--- src/rtl/lockstep_pkg.sv ---
// Shared definitions for the lockstep configuration initiator: register address,
// sequencer states and error codes.
package lockstep_pkg;

    localparam logic [31:0] LOCKSTEP_ADDRESS = 32'h1020_2400;

    typedef enum logic [2:0] {
        StIdle,
        StWrReq,
        StWrRsp,
        StRdReq,
        StRdRsp
    } lockstep_init_state_e;

    typedef enum logic [1:0] {
        ErrNone     = 2'b00,
        ErrMismatch = 2'b01,
        ErrOpc      = 2'b10,
        ErrTimeout  = 2'b11
    } lockstep_err_e;

endpackage

--- src/rtl/lockstep_timeout_cnt.sv ---
// Per-state watchdog: counts cycles while enabled, expires on the last allowed cycle.
module lockstep_timeout_cnt #(
    parameter int unsigned TIMEOUT_CYCLES = 64
) (
    input  logic clk_i,
    input  logic rst_ni,
    input  logic clear_i,
    input  logic enable_i,
    output logic expired_o
);

    localparam int unsigned WIDTH = $clog2(TIMEOUT_CYCLES + 1);

    logic [WIDTH-1:0] cnt_q;

    always_ff @(posedge clk_i or negedge rst_ni) begin
        if (!rst_ni) begin
            cnt_q <= '0;
        end else if (clear_i) begin
            cnt_q <= '0;
        end else if (enable_i && (cnt_q != WIDTH'(TIMEOUT_CYCLES))) begin
            cnt_q <= cnt_q + 1'b1;
        end
    end

    // cnt_q holds the number of cycles already spent, so this is the TIMEOUT_CYCLES-th one
    assign expired_o = enable_i && (cnt_q == WIDTH'(TIMEOUT_CYCLES - 1));

endmodule

--- src/rtl/lockstep_cfg_initiator.sv ---
// Bus initiator that writes a mode word to the lockstep control register and
// optionally reads it back to confirm the value stuck.
module lockstep_cfg_initiator
    import lockstep_pkg::*;
#(
    parameter int unsigned ID_WIDTH       = 5,
    parameter logic [31:0] TARGET_ADDR    = LOCKSTEP_ADDRESS,
    parameter int unsigned MASTER_ID      = 0,
    parameter int unsigned TIMEOUT_CYCLES = 64,
    parameter bit          VERIFY         = 1'b1
) (
    input  logic                clk_i,
    input  logic                rst_ni,
    input  logic                cmd_valid_i,
    input  logic [31:0]         cmd_mode_i,
    output logic                cmd_ready_o,
    output logic                busy_o,
    output logic                done_o,
    output logic                err_o,
    output logic [1:0]          err_code_o,
    output logic                req_o,
    output logic [31:0]         addr_o,
    output logic                wen_o,
    output logic [31:0]         wdata_o,
    output logic [3:0]          be_o,
    output logic [ID_WIDTH-1:0] id_o,
    input  logic                gnt_i,
    input  logic                r_valid_i,
    input  logic                r_opc_i,
    input  logic [ID_WIDTH-1:0] r_id_i,
    input  logic [31:0]         r_rdata_i
);

    lockstep_init_state_e state_q;
    lockstep_err_e        err_code_q;
    logic [31:0]          mode_q;
    logic                 done_q;
    logic                 err_q;

    logic rsp_match;
    logic in_txn;
    logic advance;
    logic expired;
    logic timeout;

    assign rsp_match = r_valid_i && (r_id_i == ID_WIDTH'(MASTER_ID));
    assign in_txn    = (state_q != StIdle);

    always_comb begin
        advance = 1'b0;
        unique case (state_q)
            StWrReq, StRdReq: advance = gnt_i;
            StWrRsp, StRdRsp: advance = rsp_match;
            default:          advance = 1'b0;
        endcase
    end

    lockstep_timeout_cnt #(
        .TIMEOUT_CYCLES (TIMEOUT_CYCLES)
    ) u_timeout_cnt (
        .clk_i     (clk_i),
        .rst_ni    (rst_ni),
        .clear_i   (advance || !in_txn),
        .enable_i  (in_txn),
        .expired_o (expired)
    );

    // Progress on the expiry cycle takes priority over the timeout
    assign timeout = expired && !advance;

    always_ff @(posedge clk_i or negedge rst_ni) begin
        if (!rst_ni) begin
            state_q    <= StIdle;
            mode_q     <= '0;
            done_q     <= 1'b0;
            err_q      <= 1'b0;
            err_code_q <= ErrNone;
        end else begin
            done_q <= 1'b0;
            err_q  <= 1'b0;
            if (timeout) begin
                state_q    <= StIdle;
                err_q      <= 1'b1;
                err_code_q <= ErrTimeout;
            end else begin
                unique case (state_q)
                    StIdle: begin
                        if (cmd_valid_i) begin
                            mode_q     <= cmd_mode_i;
                            err_code_q <= ErrNone;
                            state_q    <= StWrReq;
                        end
                    end
                    StWrReq: if (gnt_i) state_q <= StWrRsp;
                    StWrRsp: begin
                        if (rsp_match) begin
                            if (r_opc_i) begin
                                state_q    <= StIdle;
                                err_q      <= 1'b1;
                                err_code_q <= ErrOpc;
                            end else if (VERIFY) begin
                                state_q <= StRdReq;
                            end else begin
                                state_q <= StIdle;
                                done_q  <= 1'b1;
                            end
                        end
                    end
                    StRdReq: if (gnt_i) state_q <= StRdRsp;
                    StRdRsp: begin
                        if (rsp_match) begin
                            state_q <= StIdle;
                            if (r_opc_i) begin
                                err_q      <= 1'b1;
                                err_code_q <= ErrOpc;
                            end else if (r_rdata_i == mode_q) begin
                                done_q <= 1'b1;
                            end else begin
                                err_q      <= 1'b1;
                                err_code_q <= ErrMismatch;
                            end
                        end
                    end
                    default: state_q <= StIdle;
                endcase
            end
        end
    end

    assign req_o       = (state_q == StWrReq) || (state_q == StRdReq);
    assign addr_o      = req_o ? TARGET_ADDR : 32'h0;
    assign wen_o       = (state_q == StRdReq);
    assign wdata_o     = mode_q;
    assign be_o        = req_o ? 4'hF : 4'h0;
    assign id_o        = ID_WIDTH'(MASTER_ID);
    assign busy_o      = in_txn;
    assign cmd_ready_o = !in_txn;
    assign done_o      = done_q;
    assign err_o       = err_q;
    assign err_code_o  = err_code_q;

endmodule
--- config.mk ---
export PLATFORM = sky130hd
export DESIGN_NAME = lockstep_cfg_initiator
export DESIGN_NICKNAME = d
export VERILOG_FILES = /design/src/rtl/lockstep_pkg.sv /design/src/rtl/lockstep_timeout_cnt.sv /design/src/rtl/lockstep_cfg_initiator.sv
export SDC_FILE = /design/constraint.sdc
export NUM_CORES = 1
export LEC_CHECK = 0
export ABC_AREA = 1
export CORE_MARGIN = 4
export CORE_UTILIZATION = 35
export CTS_CLUSTER_DIAMETER = 30
export DETAILED_ROUTE_END_ITERATION = 12
export GPL_TIMING_DRIVEN = 0
export PLACE_DENSITY = 0.77
export SLEW_MARGIN = 20
export SYNTH_ARGS = -nofsm -noshare
export SYNTH_HDL_FRONTEND = slang
export SYNTH_SLANG_ARGS = --single-unit
--- constraint.sdc ---
create_clock -name clk_i -period 1.6 [get_ports clk_i]
set_clock_uncertainty 0.1 [all_clocks]
set_input_delay 0.32 -clock clk_i [delete_from_list [all_inputs] [get_ports clk_i]]
set_output_delay 0.32 -clock clk_i [all_outputs]
set_load 0.03 [all_outputs]
==> impl_metrics.ini, run 1 <==
[outcome]
status = finished with violations
violations = setup timing

[place]
io_buffers = 122
dpl_cell_area_um2 = 4350
place_congestion = 0.773
hpwl_um = 6050

[timing]
setup_tns_ns = -5.33
finalHoldViolCount = 0
period_needed_ns = 1.78
report.final.setup_viol = 51
rsz0062_at_grt = true
worst_slack_ns = -0.180
finalCritPeriodShare_pct = 111
fmax_mhz = 562
maxSlewViolCount = 0

[die]
start_util_pct = 36.2
die_w_um = 97.9
boundaryPins = 156
die_area_um2 = 9580
std_cell_rows = 32
core_um2 = 7810
die_h_um = 97.9

[final_layout]
drive_above_1_share_pct = 30.2
final_cell_mix = 75 x nand2_1, 72 x clkdlybuf4s50_1, 44 x buf_4
final_common_cell = nand2_1
nets = 600
fin_area_um2 = 4910
nFillCells = 674
area_growth_pct = 73.8
diodes = 0

[drt]
num_vias = 2699
drtIter0Drc = 73
antenna_left = 0
wl_per_cell_um = 12.8
routed_via_density = 4.31
dr.pass1.iters = 4
drcViolationCount = 0
routed_wl_um = 7990

[grt]
grt-ovfl-total = 0
grt_usage_pct = 15.7
antenna_found_initial = 0
grt_max_degree = 29
grt_pass1_vias = 2664
grt_pass1_wl_um = 12400

[cts]
clk_latency_ns = 0.30
cts_buffers = 5
path_clk_slew_ns = 0.09
cts.path.max_buffers = 2
cts_tree = done
htreeDepth = 2
root_buffer = clkbuf_8
clock_sinks = 46

[synthesis]
synth_seq_cells = 46
avgSynthCellArea_um2 = 8.32
ys_warn_count = 0
synth-simple-area-share_pct = 21.2
synthCells = 340
synth_top_family_by_area = simple AND/OR/NAND/NOR gates
syn_area_um2 = 2830
yosysSeqAreaShare_pct = 40.7
synthXorXnorAreaFrac_pct = 6.81
yosysUniqueCellTypes = 28
ys.flop_type = dfrtp_1
synth-edff-count = 0
synth_compound_area_share_pct = 5.44
synthArstFlopShare_pct = 100
synth.mux.area_fraction_pct = 8.36
synthAdderAreaFrac_pct = 0.885

[power]
p_leak_uw = 0.00240
peakVddDrop_uv = 852
power_uw = 8720
powerDensity_nw_per_um2 = 1770

[worst_setup_path]
max_stage_delay_ns = 0.38
crit_fanout = 7
crit_path_start_kind = flip-flop
path_class = reg2reg
slowest_stage = dfrtp_1
crit_path_cell_trace = ha_2 > nand2_2 > inv_2 > nand4_1 > nor2_2 > nand3_4 > a21oi_4 > nand2_2 > nand2_1 > nand2_1
required_ns = 1.70
worstSetupEndpointType = flip-flop
worstPathArrival_ns = 1.88

[hold_path]
hold_class = reg2reg

[job]
maxCapViolCount = 0
[state kept, by name, summed over array words and instances, names as in the netlist]
| register | cells |
|---|---|
| wdata_o | 32 |
| err_code_o | 2 |
| u_timeout_cnt.cnt_q | 7 |
| err_o | 1 |
| done_o | 1 |
| state_q | 3 |
[metrics by stage]
step / cells / util [%] / worst slack [ns] / hold slack (ns)
global placement: 596 / 55.1 / -1.32 / 0.358
detailed placement: 598 / 55.7 / -0.518 / 0.187
finish: 626 / 62.9 / -0.180 / 0.371
global route: 626 / 62.9 / -0.342 / 0.413
CTS: 621 / 60.4 / -0.166 / 0.377
floorplan: 372 / - / -0.162 / -0.0756
[report_power, final]
part | switching (uW) | internal, uW | total (uW)
registers | 456 | 1660 | 2110
logic | 3140 | 2690 | 5830
clock network | 421 | 348 | 770
total | 4020 | 4700 | 8720
[area by class of cell]
class | instances | area [um2] | area share (%)
Clock buffer | 6 | 82.6 | 1.68
Tap cell | 102 | 128 | 2.60
Multi-Input combinational cell | 244 | 1510 | 30.7
Clock inverter | 2 | 12.5 | 0.255
Buffer | 45 | 404 | 8.22
Inverter | 37 | 144 | 2.93
Sequential cell | 46 | 1150 | 23.5
Timing Repair Buffer | 144 | 1480 | 30.1
[cells by family after synthesis]
kind of cell,count (synthesis)
multiplexers,21
adder cells (fa/ha/maj),2
AO/OA/AOI/OAI,25
XOR/XNOR,22
buffers and inverters,82
flip-flops,46
AND/OR/NAND/NOR,141
other,1
[path summary, 6_finish.rpt]
kind                                   startpoint       endpoint  slack (ns)  depth (start not counted)
setup / recovery           u_timeout_cnt.cnt_q[1]     state_q[1]       -0.18                         10
max in group asynchronous                  rst_ni     state_q[0]        0.66                          4
min in group asynchronous                  rst_ni    wdata_o[16]        0.39                          3
hold / removal                      err_code_o[0]  err_code_o[0]        0.37                          2
setup reg to reg           u_timeout_cnt.cnt_q[1]     state_q[1]       -0.18                         10
hold reg to reg                     err_code_o[0]  err_code_o[0]        0.37                          2
[Yosys cell counts (3+ instances only)]
master | n | area share, %
nand2_2 | 5 | 1.1
nor2_2 | 3 | 0.66
o21ai_0 | 5 | 0.88
xnor2_1 | 21 | 6.5
dfrtp_1 | 46 | 41
nor2_1 | 35 | 4.6
nor3_1 | 3 | 0.53
nand3_1 | 6 | 1.1
nand2_1 | 80 | 11
buf_2 | 3 | 0.53
a21oi_1 | 16 | 2.8
buf_4 | 41 | 11
mux2_2 | 21 | 8.4
inv_1 | 36 | 4.8
[per-layer routing]
metal  routed length, um  track usage, %  share of wire, %
met5                   0               0                 0
met2                4210            29.8                53
met3                 736            5.64               9.2
met1                2980            16.6                37
met4                  58            3.09              0.73
[worst max-delay path: cells and delay by family (launching register included)]
kind | cells | cell delay (ns)
simple gates | 7 | 0.69
flops | 1 | 0.38
compound gates | 1 | 0.26
fa+ha+maj | 1 | 0.20
buf+inv | 1 | 0.06
[what timing repair did]
item | in CTS | in global routing
cloned | 2 | 1
hold endpoints to repair | 27 | 0
gates resized for setup | 168 | 35
setup buffers | 12 | 4
hold buffers | 1 | 0
endpoints found under the setup margin | 90 | 59
pin swaps | 19 | 10
Note: power is estimated with default switching activity, not from simulation.
==> run 2: changes to the inputs <==
--- a/config.mk
+++ b/config.mk
@@ -7,11 +7,13 @@
 export LEC_CHECK = 0
 export ABC_AREA = 1
 export CORE_MARGIN = 4
-export CORE_UTILIZATION = 35
+export CORE_UTILIZATION = 42
 export CTS_CLUSTER_DIAMETER = 30
 export DETAILED_ROUTE_END_ITERATION = 12
+export GPL_ROUTABILITY_DRIVEN = 0
 export GPL_TIMING_DRIVEN = 0
-export PLACE_DENSITY = 0.77
+export PLACE_DENSITY = 0.86
+export SETUP_SLACK_MARGIN = 0.05
 export SLEW_MARGIN = 20
 export SYNTH_ARGS = -nofsm -noshare
 export SYNTH_HDL_FRONTEND = slang
==> constraint.sdc (replaced) <==
create_clock -name clk_i -period 2.3 [get_ports clk_i]
set_clock_uncertainty 0.1 [all_clocks]
set_input_delay 0.46 -clock clk_i [delete_from_list [all_inputs] [get_ports clk_i]]
set_output_delay 0.46 -clock clk_i [all_outputs]
set_load 0.03 [all_outputs]
==> impl_metrics.ini, run 2 (same netlist as run 1, synthesis figures left out) <==
[outcome]
status = finished, final reports clean

[die]
core_um2 = 6460
die_w_um = 90.1
boundaryPins = 156
start_util_pct = 43.8
std_cell_rows = 29
die_h_um = 90.1
die_area_um2 = 8110

[worst_setup_path]
r2r_end = err_code_o[1]
rr_startpoint = u_timeout_cnt.cnt_q[0]
worstPathArrival_ns = 1.60
max_stage_delay_ns = 0.46
crit_buf_inv = 4
reg2reg_depth = 10
required_ns = 1.74
worstSetupEndpointType = output pin
crit_path_start_kind = flip-flop
cp_top_family = buffers and inverters
regToRegSetupSlack_ns = 0.35
slowest_stage = dfrtp_1
crit_fanout = 10
crit_path_cell_trace = inv_1 > nand2_1 > inv_2 > buf_4 > clkdlybuf4s15_1
path_class = reg2out

[place]
dp_slack_ns = 0.0258
hpwl_um = 6080
place_inst = 572
io_buffers = 122

[final_layout]
drive_above_1_share_pct = 19.1
area_growth_pct = 53.1
final_cells = 580
nFillCells = 536
nets = 579
largest_reg_flops = 32
final_util_pct = 67.0
final_cell_mix = 109 x clkdlybuf4s50_1, 80 x nand2_1, 46 x dfrtp_1
diodes = 0
final_common_cell = clkdlybuf4s50_1
multiInputGateArea_um2 = 1330
regArea_um2 = 1150

[cts]
cts_buffers = 5
clk_latency_ns = 0.30
cts_tree = done
post_cts_buffers = 0
root_buffer = clkbuf_8
path_clk_slew_ns = 0.08
cts.path.max_buffers = 2
htreeDepth = 2
clock_sinks = 46

[power]
p_seq_share_pct = 27.5
peakVddDrop_uv = 788
switchingPower_uw = 2480
pwr-share-clk_pct = 9.9
powerDensity_nw_per_um2 = 1230
p_leak_uw = 0.00213
power_uw = 5300
p_int_uw = 2820
pwr-share-comb_pct = 62.6
power.share.switching_pct = 46.8

[grt]
grt_pass1_wl_um = 12400
grtUsageMet2_pct = 33.5
antenna_found_initial = 0
grt-busiest-layer = met2
grt_max_degree = 25
grt_usage_pct = 18.5
met1_usage_pct = 19.6
grt-ovfl-total = 0
grt_pass1_vias = 2628
met3_usage_pct = 7.35

[timing]
tightest_slew_ns = 0.564
fmax_mhz = 463
report.final.setup_viol = 0
worst_slack_ns = 0.140
rsz0062_at_grt = false
maxSlewHeadroom_pct = 62.4
finalHoldViolCount = 0
whs_ns = 0.0440
period_needed_ns = 2.16
finalCritPeriodShare_pct = 93.9
maxSlewViolCount = 0

[hold_path]
hold_class = in2async

[drt]
drcViolationCount = 0
dr.pass1.iters = 4
wl_per_cell_um = 12.7
drtIter0Drc = 37
routed_via_density = 4.51
num_vias = 2615
routed_wl_um = 7390
antenna_left = 0

[job]
maxCapViolCount = 0
run 2: changes by cell type in the layout (fill, tap and decap cells not counted), moves of 6 or more:
| cell | before | now |
|---|---|---|
| clkdlybuf4s50_1 | 72 | 109 |
| dlygate4sd2_1 | 34 | 3 |
| buf_6 | 24 | 0 |
| a21oi_1 | 4 | 16 |
| a21oi_2 | 11 | 0 |
| clkbuf_2 | 0 | 8 |
| nor2_1 | 27 | 35 |
| nor2_4 | 6 | 0 |
run 2: worst max-delay path by stage:
stage               startpoint    endpoint  slack (ns)  cells after the start
finish              state_q[2]     be_o[0]        0.14                      5
global route        state_q[2]     be_o[0]        0.05                      5
CTS                 state_q[2]     be_o[2]        0.09                      5
detailed placement  state_q[2]     be_o[2]        0.03                      5
global placement        rst_ni  state_q[2]       -0.70                      1
floorplan           state_q[2]  state_q[1]        0.38                      8
run 2: cell type report:
type / count / share of cell area [%]
Buffer: 45 / 7.55
Clock buffer: 7 / 1.99
Clock inverter: 1 / 0.116
Inverter: 37 / 3.21
Multi-Input combinational cell: 244 / 30.8
Sequential cell: 46 / 26.6
Tap cell: 77 / 2.23
Timing Repair Buffer: 123 / 27.6
run 2: layer usage:
| layer | vias to the layer above | part of all wire [%] |
|---|---|---|
| met5 | - | 0 |
| met4 | 0 | 1.8 |
| met3 | 14 | 9.4 |
| met2 | 108 | 52 |
| met1 | 1188 | 37 |
| li1 | 1305 | - |
run 2: stage by stage:
| step | TNS, ns | instance area, um2 |
|---|---|---|
| floorplan | 0 | 2950 |
| global placement | -31.87 | 4270 |
| detailed placement | 0 | 4280 |
| CTS | 0 | 4360 |
| global route | 0 | 4330 |
| finish | 0 | 4330 |
run 2: what timing repair did:
item / 4_1_cts / 5_1_grt
endpoints found under the setup margin: 12 / 9
gates resized for setup: 13 / 17
hold buffers: 0 / 0
run 2: power by group through the flow:
stage | Sequential, uW | Combinational (uW) | Clock (uW)
after CTS | 1460 | 3370 | 539
after floorplan | 2010 | 1630 | 0
after global placement | 1450 | 3380 | 0
after global routing | 1520 | 3580 | 576
after detailed placement | 1480 | 3450 | 0
final | 1460 | 3320 | 523
